File: src/rtl/cpu_types_pkg.sv
// cpu_types_pkg: fetch state encoding, PC step and word-alignment helper
package cpu_types_pkg;
  typedef enum logic [1:0] {FETCH, HOLD, HALTED} fetch_state_t;
  localparam logic [31:0] PC_STEP = 32'd4;
  function automatic logic [31:0] word_align(input logic [31:0] a);
    return {a[31:2], 2'b00};
  endfunction
endpackage

File: src/rtl/fetch_skid.sv
// fetch_skid: one-entry holding register for an instruction the decode stage could not accept
module fetch_skid (
  input  logic        clk,
  input  logic        i_clear,
  input  logic        i_load,
  input  logic [31:0] i_data,
  output logic [31:0] o_data
);
  logic [31:0] r_data;
  always_ff @(posedge clk) r_data <= i_clear ? '0 : (i_load ? i_data : r_data);
  assign o_data = r_data;
endmodule

File: src/rtl/fetch_unit.sv
// fetch_unit: PC register and instruction fetch FSM (FETCH/HOLD/HALTED)
// FETCH_SKID_EN: when defined, a stalled hit is parked in fetch_skid instead of being re-fetched
module fetch_unit
  import cpu_types_pkg::*;
#(
  parameter logic [31:0] PC_INIT = 32'h00000000
) (
  input  logic        CLK,
  input  logic        RST,
  input  logic        ihit,
  input  logic [31:0] imemload,
  output logic        imemREN,
  output logic [31:0] imemaddr,
  input  logic        stall,
  input  logic        redirect,
  input  logic [31:0] redirect_pc,
  input  logic        halt,
  output logic [31:0] instr_o,
  output logic [31:0] npc_o,
  output logic        valid_o
);
  logic [31:0] r_pc, w_pc_next, w_pc_inc, w_skid;
  fetch_state_t r_state, w_state_next;
  logic w_live;
`ifdef FETCH_SKID_EN
  localparam bit SKID = 1'b1;
  logic w_load;
  assign w_load = (r_state == FETCH) && (w_state_next == HOLD);
  fetch_skid u_skid (
    .clk    (CLK),
    .i_clear(RST | (redirect & (r_state != HALTED))),
    .i_load (w_load),
    .i_data (imemload),
    .o_data (w_skid)
  );
`else
  localparam bit SKID = 1'b0;
  assign w_skid = '0;
`endif
  always_ff @(posedge CLK) begin
    if (RST) begin
      r_pc    <= word_align(PC_INIT);
      r_state <= FETCH;
    end else begin
      r_pc    <= w_pc_next;
      r_state <= w_state_next;
    end
  end
  // halt outranks redirect, which outranks stall/ihit; HALTED only exits via RST
  always_comb begin
    w_pc_inc     = r_pc + PC_STEP;
    w_pc_next    = r_pc;
    w_state_next = r_state;
    if (r_state != HALTED) begin
      if (halt) w_state_next = HALTED;
      else if (redirect) begin
        w_pc_next    = word_align(redirect_pc);
        w_state_next = FETCH;
      end else if (r_state == FETCH) begin
        if (ihit && !stall) w_pc_next = w_pc_inc;
        else if (ihit) w_state_next = SKID ? HOLD : FETCH;
      end else if (!stall) begin
        w_pc_next    = w_pc_inc;
        w_state_next = FETCH;
      end
    end
  end
  assign imemREN  = (r_state == FETCH);
  assign imemaddr = r_pc;
  assign w_live   = (r_state != HALTED) && !halt && !redirect;
  assign valid_o  = w_live && ((r_state == HOLD) || ((r_state == FETCH) && ihit));
  assign instr_o  = !valid_o ? '0 : (r_state == HOLD ? w_skid : imemload);
  assign npc_o    = valid_o ? w_pc_inc : '0;
endmodule

File: config.mk
export PLATFORM = sky130hd
export DESIGN_NAME = fetch_unit
export DESIGN_NICKNAME = d
export VERILOG_FILES = /design/src/rtl/cpu_types_pkg.sv /design/src/rtl/fetch_skid.sv /design/src/rtl/fetch_unit.sv
export SDC_FILE = /design/constraint.sdc
export NUM_CORES = 1
export LEC_CHECK = 0
export CORE_MARGIN = 4
export CORE_UTILIZATION = 32
export CTS_BUF_LIST = sky130_fd_sc_hd__clkbuf_2 sky130_fd_sc_hd__clkbuf_4 sky130_fd_sc_hd__clkbuf_8
export DETAILED_ROUTE_END_ITERATION = 10
export MAX_ROUTING_LAYER = met4
export PLACE_DENSITY = 0.7
export SYNTH_ARGS = -nofsm -noshare
export SYNTH_HDL_FRONTEND = slang
export SYNTH_HIERARCHICAL = 1
export SYNTH_SLANG_ARGS = --single-unit
File: constraint.sdc
create_clock -name CLK -period 2.3 [get_ports CLK]
set_input_delay 0.46 -clock CLK [delete_from_list [all_inputs] [get_ports CLK]]
set_output_delay 0.46 -clock CLK [all_outputs]
set_load 0.05 [all_outputs]
==> results.sh <==
export IMPL_endpoint_kind="output port"
export IMPL_p_per_area_nw_per_um2=287
export IMPL_htreeDepth=2
export IMPL_ir_drop_mv=0.211
export IMPL_clkLatencyLatePin_ns=0.29
export IMPL_r2r_slack_ns=0.25
export IMPL_ys_top_cells_by_area="dfxtp_1 (22%), and2_1 (7.8%), nor2_1 (7.3%), xor2_1 (5.0%), nand2_1 (3.6%)"
export IMPL_min_period_over_period_pct=111
export IMPL_fp_dieW_um=102
export IMPL_setup_viol=16
export IMPL_clock_path_buffers=2
export IMPL_cts_root_buf="clkbuf_8"
export IMPL_syn_cell_area_sq_um=2810
export IMPL_rsz0062_at_grt="true"
export IMPL_p_leak_nw=2.49
export IMPL_pre_cts_slack_ns=-0.189
export IMPL_vias_per_cell=5.56
export IMPL_drtPass1Iterations=7
export IMPL_grt_use_total_pct=24.8
export IMPL_violations="setup timing"
export IMPL_swShare_pct=37.6
export IMPL_max_slew_margin_pct=62.6
export IMPL_grt_overflow=0
export IMPL_wl_per_cell_um=18.9
export IMPL_path_clk_slew_ns=0.07
export IMPL_synthArstFlopShare_pct=0
export IMPL_path_max_fanout=3
export IMPL_worstSetupPathType="reg2out"
export IMPL_fp_dieH_um=102
export IMPL_cp_arrival_ns=2.08
export IMPL_row_count=33
export IMPL_status="complete, but fails checks"
export IMPL_cp_required_ns=1.84
export IMPL_cap_violations=0
export IMPL_synth_avg_cell_area_sq_um=7.12
export IMPL_dpl_hpwl_um=9210
export IMPL_coreArea_sq_um=8380
export IMPL_ys_flop_type="dfxtp_1"
export IMPL_route_detailed_drc=0
export IMPL_antenna_left=0
export IMPL_power_switching_mw=0.700
export IMPL_die_area_sq_um=10400
export IMPL_place_port_buffers=161
export IMPL_antenna_found_initial=0
export IMPL_skew_ns=0.00525
export IMPL_diodes=0
export IMPL_synth_seq_area_share_pct=22.1
export IMPL_drive_gt1_share_pct=48.0
export IMPL_vias=3967
export IMPL_pwr_share_seq_pct=33.0
export IMPL_start_kind="register"
export IMPL_tightest_slew_ns=0.560
export IMPL_wl_um=13500
export IMPL_holdBufCountCts=0
export IMPL_synth_top_area_cell="dfxtp_1"
export IMPL_final_util_pct=77.5
export IMPL_setup_ws_ns=-0.243
export IMPL_cts_tree="built"
export IMPL_yosysWarningCount=6
export IMPL_synth_top_cell_area_share_pct=22.1
export IMPL_fillCellCount=549
export IMPL_grt_max_degree=73
export IMPL_dpl_cell_area_sq_um=5620
export IMPL_initial_core_util_pct=33.6
export IMPL_fin_crit_ns=2.54
export IMPL_place_gp_congestion=0.934
export IMPL_clock_sinks=31
export IMPL_hp_class="reg2reg"
export IMPL_syn2layout_area_growth_pct=131
export IMPL_drtIter0Drc=240
export IMPL_stdcell_area_sq_um=6490
export IMPL_synth_cell_types=57
export IMPL_slew_viol_final=0
export IMPL_synth_seq_cells=31
export IMPL_cell_internal_pwr_mw=1.16
export IMPL_synthCells=395
export IMPL_clkPwrFrac_pct=25.0
export IMPL_pin_count=168
export IMPL_synth_edf_count=0
export IMPL_grt_pass1_wl_um=19700
export IMPL_finalNetCount=678
export IMPL_max_freq_mhz=393
export IMPL_combPwrFrac_pct=42.0
export IMPL_grt_pass1_vias=3947
export IMPL_hold_violations=0
export IMPL_numCtsBuffers=5
## timing repair
item | in CTS | in global routing
gates resized for setup | 64 | 41
pin swaps | 20 | 33
cloned | 3 | 0
endpoints found under the setup margin | 62 | 46
buffers inserted | 23 | 17
## layout make-up
class	instances	area, sq um	share of cell area, %
timing repair buffer	242	3020	46.4
clock buffer	7	83.8	1.29
tap	105	131	2.02
inverter	3	16.3	0.251
sequential	31	697	10.7
multi-input combinational	324	2540	39.2
clock inverter	1	5.00	0.0771
## synthesized netlist by cell type (2+ instances only)
library cell,number
xnor2_1,10
inv_1,2
a21o_1,2
nor2_1,55
a22o_1,4
and4_1,7
buf_4,4
o41ai_1,3
mux2i_1,7
o31ai_1,4
or4_1,4
nand2_1,27
nand3_2,3
nor3_4,2
nand4_1,14
or2_2,2
nand4_2,4
nor3b_1,3
nor4_1,3
or3_1,2
o311ai_0,2
a32o_1,4
and2_1,35
o22ai_1,3
xor2_1,16
clkbuf_1,23
buf_1,2
a31oi_1,7
o21a_1,2
o21ai_0,18
nor3_1,6
a21oi_1,19
buf_2,11
a22oi_1,3
and3_1,11
nand3_1,20
dfxtp_1,31
## worst max-delay path: stages (launching register included)
cell	delay, ns
dfxtp_4	0.35
nand4_1	0.18
nor4_4	0.45
nand4_1	0.29
xor2_2	0.26
nor2_4	0.12
buf_12	0.14
## cells by family after synthesis
logic type	count (synthesis)	share of synthesized area, %
buffers and inverters	43	6.76
other	1	0.133
and+or+nand+nor	207	41.7
adders and majority gates	1	0.445
AOI/OAI and AO/OA	79	18.3
xor gates and xnor gates	26	8.10
DFF	31	22.1
muxes	7	2.49
## path summary, 6_finish.rpt
check,start,to,cells after the start
max,imemaddr[17],npc_o[28],6
min,imemaddr[26],imemaddr[26],2
max reg2reg,imemaddr[2],imemaddr[21],7
min reg2reg,imemaddr[26],imemaddr[26],2
## routing by layer
layer | up-vias | GRT usage (%) | routed length [um]
met5 | - | - | 0
met4 | 0 | 6.75 | 321
met3 | 32 | 6.82 | 1210
met2 | 225 | 43.6 | 7110
met1 | 1879 | 27.4 | 4850
li1 | 1831 | - | -
## through the flow
step / TNS [ns] / cells / power (mW) / hold WS, ns
2_1_floorplan: -0.181 / 398 / 1.00 / 0.595
3_3_place_gp: -6.84 / 665 / 1.33 / 0.533
3_5_place_dp: -7.60 / 665 / 1.34 / 0.551
4_1_cts: -0.981 / 696 / 1.83 / 0.561
5_1_grt: -2.34 / 713 / 1.91 / 0.577
6_report: -1.51 / 713 / 1.86 / 0.558
## power by group through the flow
stage          clock (mW)  sequential, mW  combinational (mW)
6_report            0.466           0.614               0.782
5_1_grt             0.476           0.617               0.822
3_5_place_dp            0           0.628               0.707
3_3_place_gp            0           0.626               0.700
2_1_floorplan           0           0.710               0.293
4_1_cts             0.459           0.611               0.761
## registers in the layout, indices dropped and copies added, names as in the netlist
name / flops
imemaddr: 30
r_state: 1
## placed cells by master (no fill, tap or decap), drive strengths merged, types with 3 or more instances in the layout
master	n
buf	144
clkdlybuf4s50	95
nor2	55
and2	35
dfxtp	31
nand2	28
nand3	23
a21oi	19
o21ai	19
nand4	18
xor2	16
and3	11
xnor2	10
nor3	8
and4	8
a31oi	7
mux2i	7
clkbuf	7
nor4	5
o31ai	4
a22o	4
or4	4
a32o	4
conb	4
o22ai	3
o41ai	3
a22oi	3
nor3b	3
Note: power is estimated with default switching activity, not from simulation.
